===== config.mk =====
export PLATFORM = sky130hd
export DESIGN_NAME = pack_scale_unit
export DESIGN_NICKNAME = d
export VERILOG_FILES = /design/src/rtl/pack_scale_unit.sv
export SDC_FILE = /design/constraint.sdc
export NUM_CORES = 1
export LEC_CHECK = 0
export CORE_UTILIZATION = 57
export CTS_BUF_LIST = sky130_fd_sc_hd__clkbuf_16
export DETAILED_ROUTE_END_ITERATION = 12
export PLACE_DENSITY = 0.8
export SYNTH_ARGS = -nofsm -noshare
export SYNTH_HDL_FRONTEND = slang
export SYNTH_SLANG_ARGS = --single-unit

===== constraint.sdc =====
create_clock -name clk -period 2.2 [get_ports clk]
set_input_delay 0.22 -clock clk [delete_from_list [all_inputs] [get_ports clk]]
set_output_delay 0.22 -clock clk [all_outputs]
set_load 0.01 [all_outputs]

===== src/rtl/pack_scale_unit.sv =====
// Sequential scale-and-add unit: ans = P*K + A via an iterative shift-add multiplier.
// Mode selects operand roles; start/busy/done handshake with fixed KW+1 cycle latency.
module pack_scale_unit #(
  parameter int W       = 3,
  parameter int KW      = 5,
  parameter int OW      = 8,
  parameter int SCALE_A = 8,
  parameter int SCALE_B = 16
) (
  input  logic          clk,
  input  logic          rst,
  input  logic          start,
  input  logic [1:0]    mode,
  input  logic [W-1:0]  x,
  input  logic [W-1:0]  y,
  output logic          busy,
  output logic          done,
  output logic [OW-1:0] ans,
  output logic          ovf
);

  localparam int AW = W + KW + 1;
  localparam int CW = (KW > 1) ? $clog2(KW) : 1;

  typedef enum logic [1:0] {IDLE, MUL, ADD} state_t;

  state_t          state_q, state_d;
  logic [CW-1:0]   cnt_q, cnt_d;
  logic [AW-1:0]   p_q, p_d;
  logic [KW-1:0]   k_q, k_d;
  logic [W-1:0]    a_q, a_d;
  logic [AW-1:0]   acc_q, acc_d;
  logic [OW-1:0]   ans_q, ans_d;
  logic            ovf_q, ovf_d;
  logic            done_q, done_d;
  logic [AW-1:0]   sum;

  // Any bit at or above OW means the full result did not fit in ans.
  function automatic logic over_range(input logic [AW-1:0] v);
    return (v >> OW) != '0;
  endfunction

  always_comb begin
    state_d = state_q;
    cnt_d   = cnt_q;
    p_d     = p_q;
    k_d     = k_q;
    a_d     = a_q;
    acc_d   = acc_q;
    ans_d   = ans_q;
    ovf_d   = ovf_q;
    done_d  = 1'b0;
    sum     = acc_q + AW'(a_q);

    case (state_q)
      IDLE: begin
        if (start) begin
          state_d = MUL;
          cnt_d   = '0;
          acc_d   = '0;
          case (mode)
            2'd0: begin p_d = AW'(x); k_d = KW'(SCALE_A); a_d = y;  end
            2'd1: begin p_d = AW'(y); k_d = KW'(SCALE_B); a_d = x;  end
            2'd2: begin p_d = AW'(x); k_d = KW'(y);       a_d = '0; end
            default: begin p_d = AW'(x); k_d = KW'(1);    a_d = y;  end
          endcase
        end
      end
      // No early exit on k==0: latency stays fixed at KW multiply cycles.
      MUL: begin
        if (k_q[0]) acc_d = acc_q + p_q;
        p_d   = p_q << 1;
        k_d   = k_q >> 1;
        cnt_d = cnt_q + CW'(1);
        if (cnt_q == CW'(KW - 1)) state_d = ADD;
      end
      ADD: begin
        ans_d   = sum[OW-1:0];
        ovf_d   = over_range(sum);
        done_d  = 1'b1;
        state_d = IDLE;
      end
      default: state_d = IDLE;
    endcase
  end

  always_ff @(posedge clk or posedge rst) begin
    if (rst) begin
      state_q <= IDLE;
      cnt_q   <= '0;
      ans_q   <= '0;
      ovf_q   <= 1'b0;
      done_q  <= 1'b0;
    end else begin
      state_q <= state_d;
      cnt_q   <= cnt_d;
      ans_q   <= ans_d;
      ovf_q   <= ovf_d;
      done_q  <= done_d;
    end
  end

  // Datapath operands are always reloaded on start, so they carry no reset.
  always_ff @(posedge clk) begin
    p_q   <= p_d;
    k_q   <= k_d;
    a_q   <= a_d;
    acc_q <= acc_d;
  end

  assign busy = (state_q != IDLE);
  assign done = done_q;
  assign ans  = ans_q;
  assign ovf  = ovf_q;

endmodule


==> results of run 1 <==
==> critical path: cells and delay by family (launching register included) <==
kind,cells,cell delay [ps]
flip-flops,1,450
adder cells (fa/ha/maj),1,320
AO/OA/AOI/OAI,3,930
multiplexers,1,80
==> registers in the layout, indices dropped and copies added (netlist names) <==
name     cells
acc_q        9
p_q          9
ans          8
k_q          5
a_q          3
cnt_q        3
state_q      2
done         1
ovf          1
==> cell type report <==
class | count | area share
clock inverters | 3 | 0.0171
well taps | 48 | 0.0222
multi-input cells | 149 | 0.376
clock buffers | 5 | 0.0462
inverters | 15 | 0.0208
flip-flops and latches | 41 | 0.427
repair buffers | 26 | 0.0914
==> routing by layer <==
layer | up-vias | track usage | share of wire
met3 | 13 | 0.0599 | 0.034
met2 | 38 | 0.388 | 0.50
met4 | 0 | 0.119 | 0.033
li1 | 802 | - | -
met5 | - | 0 | 0
met1 | 754 | 0.275 | 0.43
==> where the power goes <==
group	switching, mW	internal, mW
Clock	0.289	0.536
Sequential	0.250	1.33
Combinational	1.04	0.937
Total	1.58	2.80
==> how the worst min path moves through the flow <==
stage                               endpoint  slack (ps)
after floorplan           ans[0]$_DFFE_PP0P_         120
final                     ans[4]$_DFFE_PP0P_         320
after detailed placement  ans[2]$_DFFE_PP0P_         470
after global routing      ans[7]$_DFFE_PP0P_         370
after CTS                 ans[4]$_DFFE_PP0P_         320
after global placement    ans[0]$_DFFE_PP0P_         460
==> layout by cell type, fill, tap and decap left out, types with 6 or more instances in the layout <==
master,instances
nand3_1,6
nor2_1,12
ha_1,17
inv_1,15
mux2i_1,7
nand2_1,26
and2_1,8
o21ai_0,16
dfrtp_1,15
edfxtp_1,26
clkdlybuf4s50_1,21
==> metrics by stage <==
stage | setup WS, ps | instances
after detailed placement | 225 | 279
after global routing | 84.5 | 287
after global placement | 272 | 279
final | 180 | 287
after floorplan | 357 | 212
after CTS | 163 | 287
==> kinds of logic (layout without fill, tap and decap cells) <==
family | after synthesis | in the layout | synth area share
AOI/OAI and AO/OA | 44 | 44 | 0.128
xor gates and xnor gates | 5 | 5 | 0.0194
adders and majority gates | 19 | 19 | 0.112
buffers and inverters | 22 | 49 | 0.0387
DFF | 41 | 41 | 0.511
muxes | 8 | 8 | 0.0360
and+or+nand+nor | 73 | 73 | 0.155
==> metrics.txt, run 1 <==
drt initial violations 87; Chip Width 65.0 microns; Final Hold Violating Endpoints 0; total global-route track usage 0.233; fill cell count 297; Core Box Area 3740 sq um; worst reg2reg endpoint acc_q[5]$_SDFFCE_PN0P_; Top FF cell, synth edfxtp_1; critical path's slowest cell edfxtp_1; Area Overhead vs Synth 19.8%; area leader, netlist edfxtp_1; Worst-Margin Slew 640 ps; DR WL/cell 14.4 microns; vias in the first global route ~1600; post-DP HPWL ~3000 microns; clock tree from TritonCTS built; Worst Path Required 2230 ps; worst-skew pair later-pin latency around 280 ps; top cell type's share of synthesized area 0.345; ANT nets after route 0; post_cts resized 0; initial antenna violation count 0; fraction of registers with async set/reset 0.366; Post-Route Utilization 0.724; Reg2Reg Launch Point acc_q[1]$_SDFFCE_PN0P_; Worst EP arrival around 2000 ps; synthesis-stage register bit count just over 40; gr ovfl total 0; number of placement rows 22; nets roughly 270; register area share after synthesis 0.511; Worst IR Drop VDD 0.000938 V; CTS root buf clkbuf_16; P per Cell Area 1620 nW/um^2; crit start category flop; Final period util 0.918; vias 1607; area of the multi-input gates 1020 sq um; RSZ-0062 raised after global routing false; Die ar. ~4200 sq um; drt pass-1 iters 4; R2R Setup Slk between 150 and 200 ps; total clock sinks between 40 and 50; Synth Warn # 0; H-tree levels 2; PortBufs 21; Post-synth EDFFs 26; Syn Inst Count 212; max-slew violations 0; Setup crit end acc_q[5]$_SDFFCE_PN0P_; ranking of synthesized cells by area edfxtp_1, dfrtp_1, ha_1, nand2_1, o21ai_0; Avg Cell Area, Syn 10.7 sq um; clock buffer count from CTS 5; critical path class reg2reg; final WL 4130 microns; Setup Skew ~4 ps; top post-synthesis cells by count edfxtp_1, nand2_1, ha_1; worst hold slack 319 ps; routability cong. 0.838; Worst-path clk slew ~60 ps; count of final setup violators 0; critical-path maximum fanout 4; Mapped Area ~2300 sq um; Worst slew margin 0.573; worst setup path start acc_q[1]$_SDFFCE_PN0P_; Reg area 1160 sq um; die boundary height ~65 microns; CP cell instances ha_1, a211oi_1, o21ba_2, mux2i_1, a311o_2; placed cell area 2540 sq um; Starting Density 0.604; worst-case reg-to-reg path depth 5; Power Total between 4 and 5 mW; max-cap violation count 0; Lkg Pwr about 1.2 nW; number of unique standard cell types used by synthesis 39; Tmin final 2020 ps; post-CTS setup buffers 0; syn_nets between 200 and 250; # DRC 0; # diodes 0; Clock Path Buffers 2; FMAX around 500 MHz; Worst Setup End Kind flop; cts hold-fix bufs 0; routed vias/inst 5.60; pin count of the biggest net entering global routing 16; IO Pins 22; Fin Setup TNS 0 ps; status complete, no violations; Design Area, Final between 2000 and 3000 sq um; CP peak stage delay approximately 450 ps; fraction of layout cells with a size suffix above 1 0.0753; Worst Hold Class in2async; first-pass GRT wire length 7200 microns
Note: power is estimated with default switching activity, not from simulation.
==> run 2, diff against run 1 <==
--- a/config.mk
+++ b/config.mk
@@ -5,8 +5,9 @@
 export SDC_FILE = /design/constraint.sdc
 export NUM_CORES = 1
 export LEC_CHECK = 0
+export CAP_MARGIN = 20
 export CORE_UTILIZATION = 57
-export CTS_BUF_LIST = sky130_fd_sc_hd__clkbuf_16
+export CTS_BUF_LIST = sky130_fd_sc_hd__clkbuf_8 sky130_fd_sc_hd__clkbuf_16
 export DETAILED_ROUTE_END_ITERATION = 12
 export PLACE_DENSITY = 0.8
 export SYNTH_ARGS = -nofsm -noshare
==> run 2 against run 1 <==
Against the previous run: design area shrank 2.1%; die area is the same; worst setup slack gained 44 ps; count of clock-buffer cells in the layout is the same; non-clock buffer count is the same; via count shrank 1.2%; critical endpoint unchanged; highest routed layer unchanged.
==> metrics.txt, run 2 (synthesized netlist as in run 1, its figures left out) <==
RSZ-0062 raised after global routing false; Core Box Area 3740 sq um (unchanged); Area Overhead vs Synth 17.3%; post_cts resized 0 (unchanged); count of final setup violators 0 (unchanged); drt pass-1 iters 4 (unchanged); critical path class reg2reg; Worst Path Required 2260 ps (+30 ps); max-slew violations 0 (unchanged); worst reg2reg endpoint acc_q[5]$_SDFFCE_PN0P_; Crit path max-delay family compound AO/OA/AOI/OAI gates; vias 1587 (-1.2%); critical path's slowest cell edfxtp_1; die boundary height 65.0 microns (unchanged); vias in the first global route 1571 (-3.4%); CTS root buf clkbuf_8; FMAX 506 MHz (+2.2%); Final period util 0.898 (-0.0199); Worst Hold Class in2async; H-tree levels 2 (unchanged); CP cell instances ha_1, a211oi_1, o21ba_2, mux2i_1, a311o_2; P per Cell Area 1560 nW/um^2 (-3.7%); critical-path maximum fanout 4 (unchanged); clock tree from TritonCTS built; status complete, no violations; first-pass GRT wire length 6970 microns (-3.2%); commonest cells after routing, fill and taps aside nand2_1, edfxtp_1, clkdlybuf4s50_1; Tmin final 1980 ps (-43.7 ps); post-CTS setup buffers 0 (unchanged); cts hold-fix bufs 0 (unchanged); pin count of the biggest net entering global routing 16 (unchanged); DR WL/cell 13.9 microns (-3.7%); routed vias/inst 5.53 (-1.2%); fill cell count 304 (+2.4%); gr ovfl total 0 (unchanged); routability cong. 0.838 (unchanged); CP peak stage delay 460 ps (about the same); Reg2Reg Launch Point acc_q[1]$_SDFFCE_PN0P_; worst-skew pair later-pin latency 300 ps (+20 ps); final WL 3980 microns (-3.7%); Worst Setup End Kind flop; post-DP HPWL 2990 microns (unchanged); max-cap violation count 0 (unchanged); Fin Setup TNS 0 ps (unchanged); PortBufs 21 (unchanged); Worst-Margin Slew 623 ps (-16.8 ps); total clock sinks 41 (unchanged); Worst EP arrival 2030 ps (-20 ps); Reg area 1160 sq um (unchanged); Worst slew margin 0.584 (+0.0112); Chip Width 65.0 microns (unchanged); Lkg Pwr 1.17 nW (-2.1%); Clock Path Buffers 2 (unchanged); total global-route track usage 0.226 (-0.00683); crit start category flop; worst path bufs/invs 0 (unchanged); area of the multi-input gates 1020 sq um (unchanged); IO Pins 22 (unchanged); # DRC 0 (unchanged); Final Hold Violating Endpoints 0 (unchanged); drt initial violations 63 (-28%); ANT nets after route 0 (unchanged); pre-CTS setup slack 225 ps (unchanged); number of placement rows 22 (unchanged); Worst-path clk slew 80 ps (+20 ps); Die ar. 4220 sq um (unchanged); worst-case reg-to-reg path depth 5 (unchanged); Final WS setup 224 ps (+43.7 ps); Starting Density 0.604 (unchanged); Setup Skew 7.47 ps (+3.58 ps); nets 268 (unchanged); fraction of layout cells with a size suffix above 1 0.0753 (unchanged); Worst IR Drop VDD 0.000917 V (-2.3%); R2R Setup Slk 220 ps (+40 ps); # diodes 0 (unchanged); clock buffer count from CTS 5 (unchanged); initial antenna violation count 0 (unchanged)
[run 2: layer usage]
metal,track usage,wire [microns],vias to the layer above
met5,0,0,-
met4,0.0972,99,0
met3,0.0581,124,10
met2,0.374,1960,36
met1,0.277,1790,739
li1,-,-,802
[run 2: how the worst max path moves through the flow]
stage / cells after the start / start / to / slack, ps
after floorplan: 5 / acc_q[1]$_SDFFCE_PN0P_ / acc_q[5]$_SDFFCE_PN0P_ / 360
after global placement: 5 / acc_q[1]$_SDFFCE_PN0P_ / acc_q[5]$_SDFFCE_PN0P_ / 270
after CTS: 5 / acc_q[1]$_SDFFCE_PN0P_ / acc_q[5]$_SDFFCE_PN0P_ / 210
final: 5 / acc_q[1]$_SDFFCE_PN0P_ / acc_q[5]$_SDFFCE_PN0P_ / 220
after detailed placement: 5 / acc_q[1]$_SDFFCE_PN0P_ / acc_q[5]$_SDFFCE_PN0P_ / 230
after global routing: 5 / acc_q[1]$_SDFFCE_PN0P_ / acc_q[5]$_SDFFCE_PN0P_ / 130
[run 2: metrics by stage]
stage | power [mW] | utilization | instance area [sq um] | hold slack [ps] | cells
finish | 4.13 | 0.709 | 2650 | 285 | 287
global route | 4.50 | 0.709 | 2650 | 344 | 287
CTS | 4.15 | 0.709 | 2650 | 299 | 287
detailed placement | 3.52 | 0.678 | 2540 | 471 | 279
global placement | 3.46 | 0.678 | 2540 | 461 | 279
floorplan | 2.92 | - | 2260 | 121 | 212
[run 2: layout make-up]
type,count,area share
clock buffers,5,0.0259
clock inverters,3,0.0174
inverters,15,0.0212
multi-input cells,149,0.384
flip-flops and latches,41,0.436
well taps,48,0.0226
repair buffers,26,0.0934
[run 2: report_power, final]
part           switching, mW  internal (mW)  total [mW]  leakage (nW)
logic                   1.01          0.935        1.95         0.658
clock network          0.273          0.339       0.613        0.0543
registers              0.251           1.32        1.57         0.460
total                   1.54           2.60        4.13          1.17
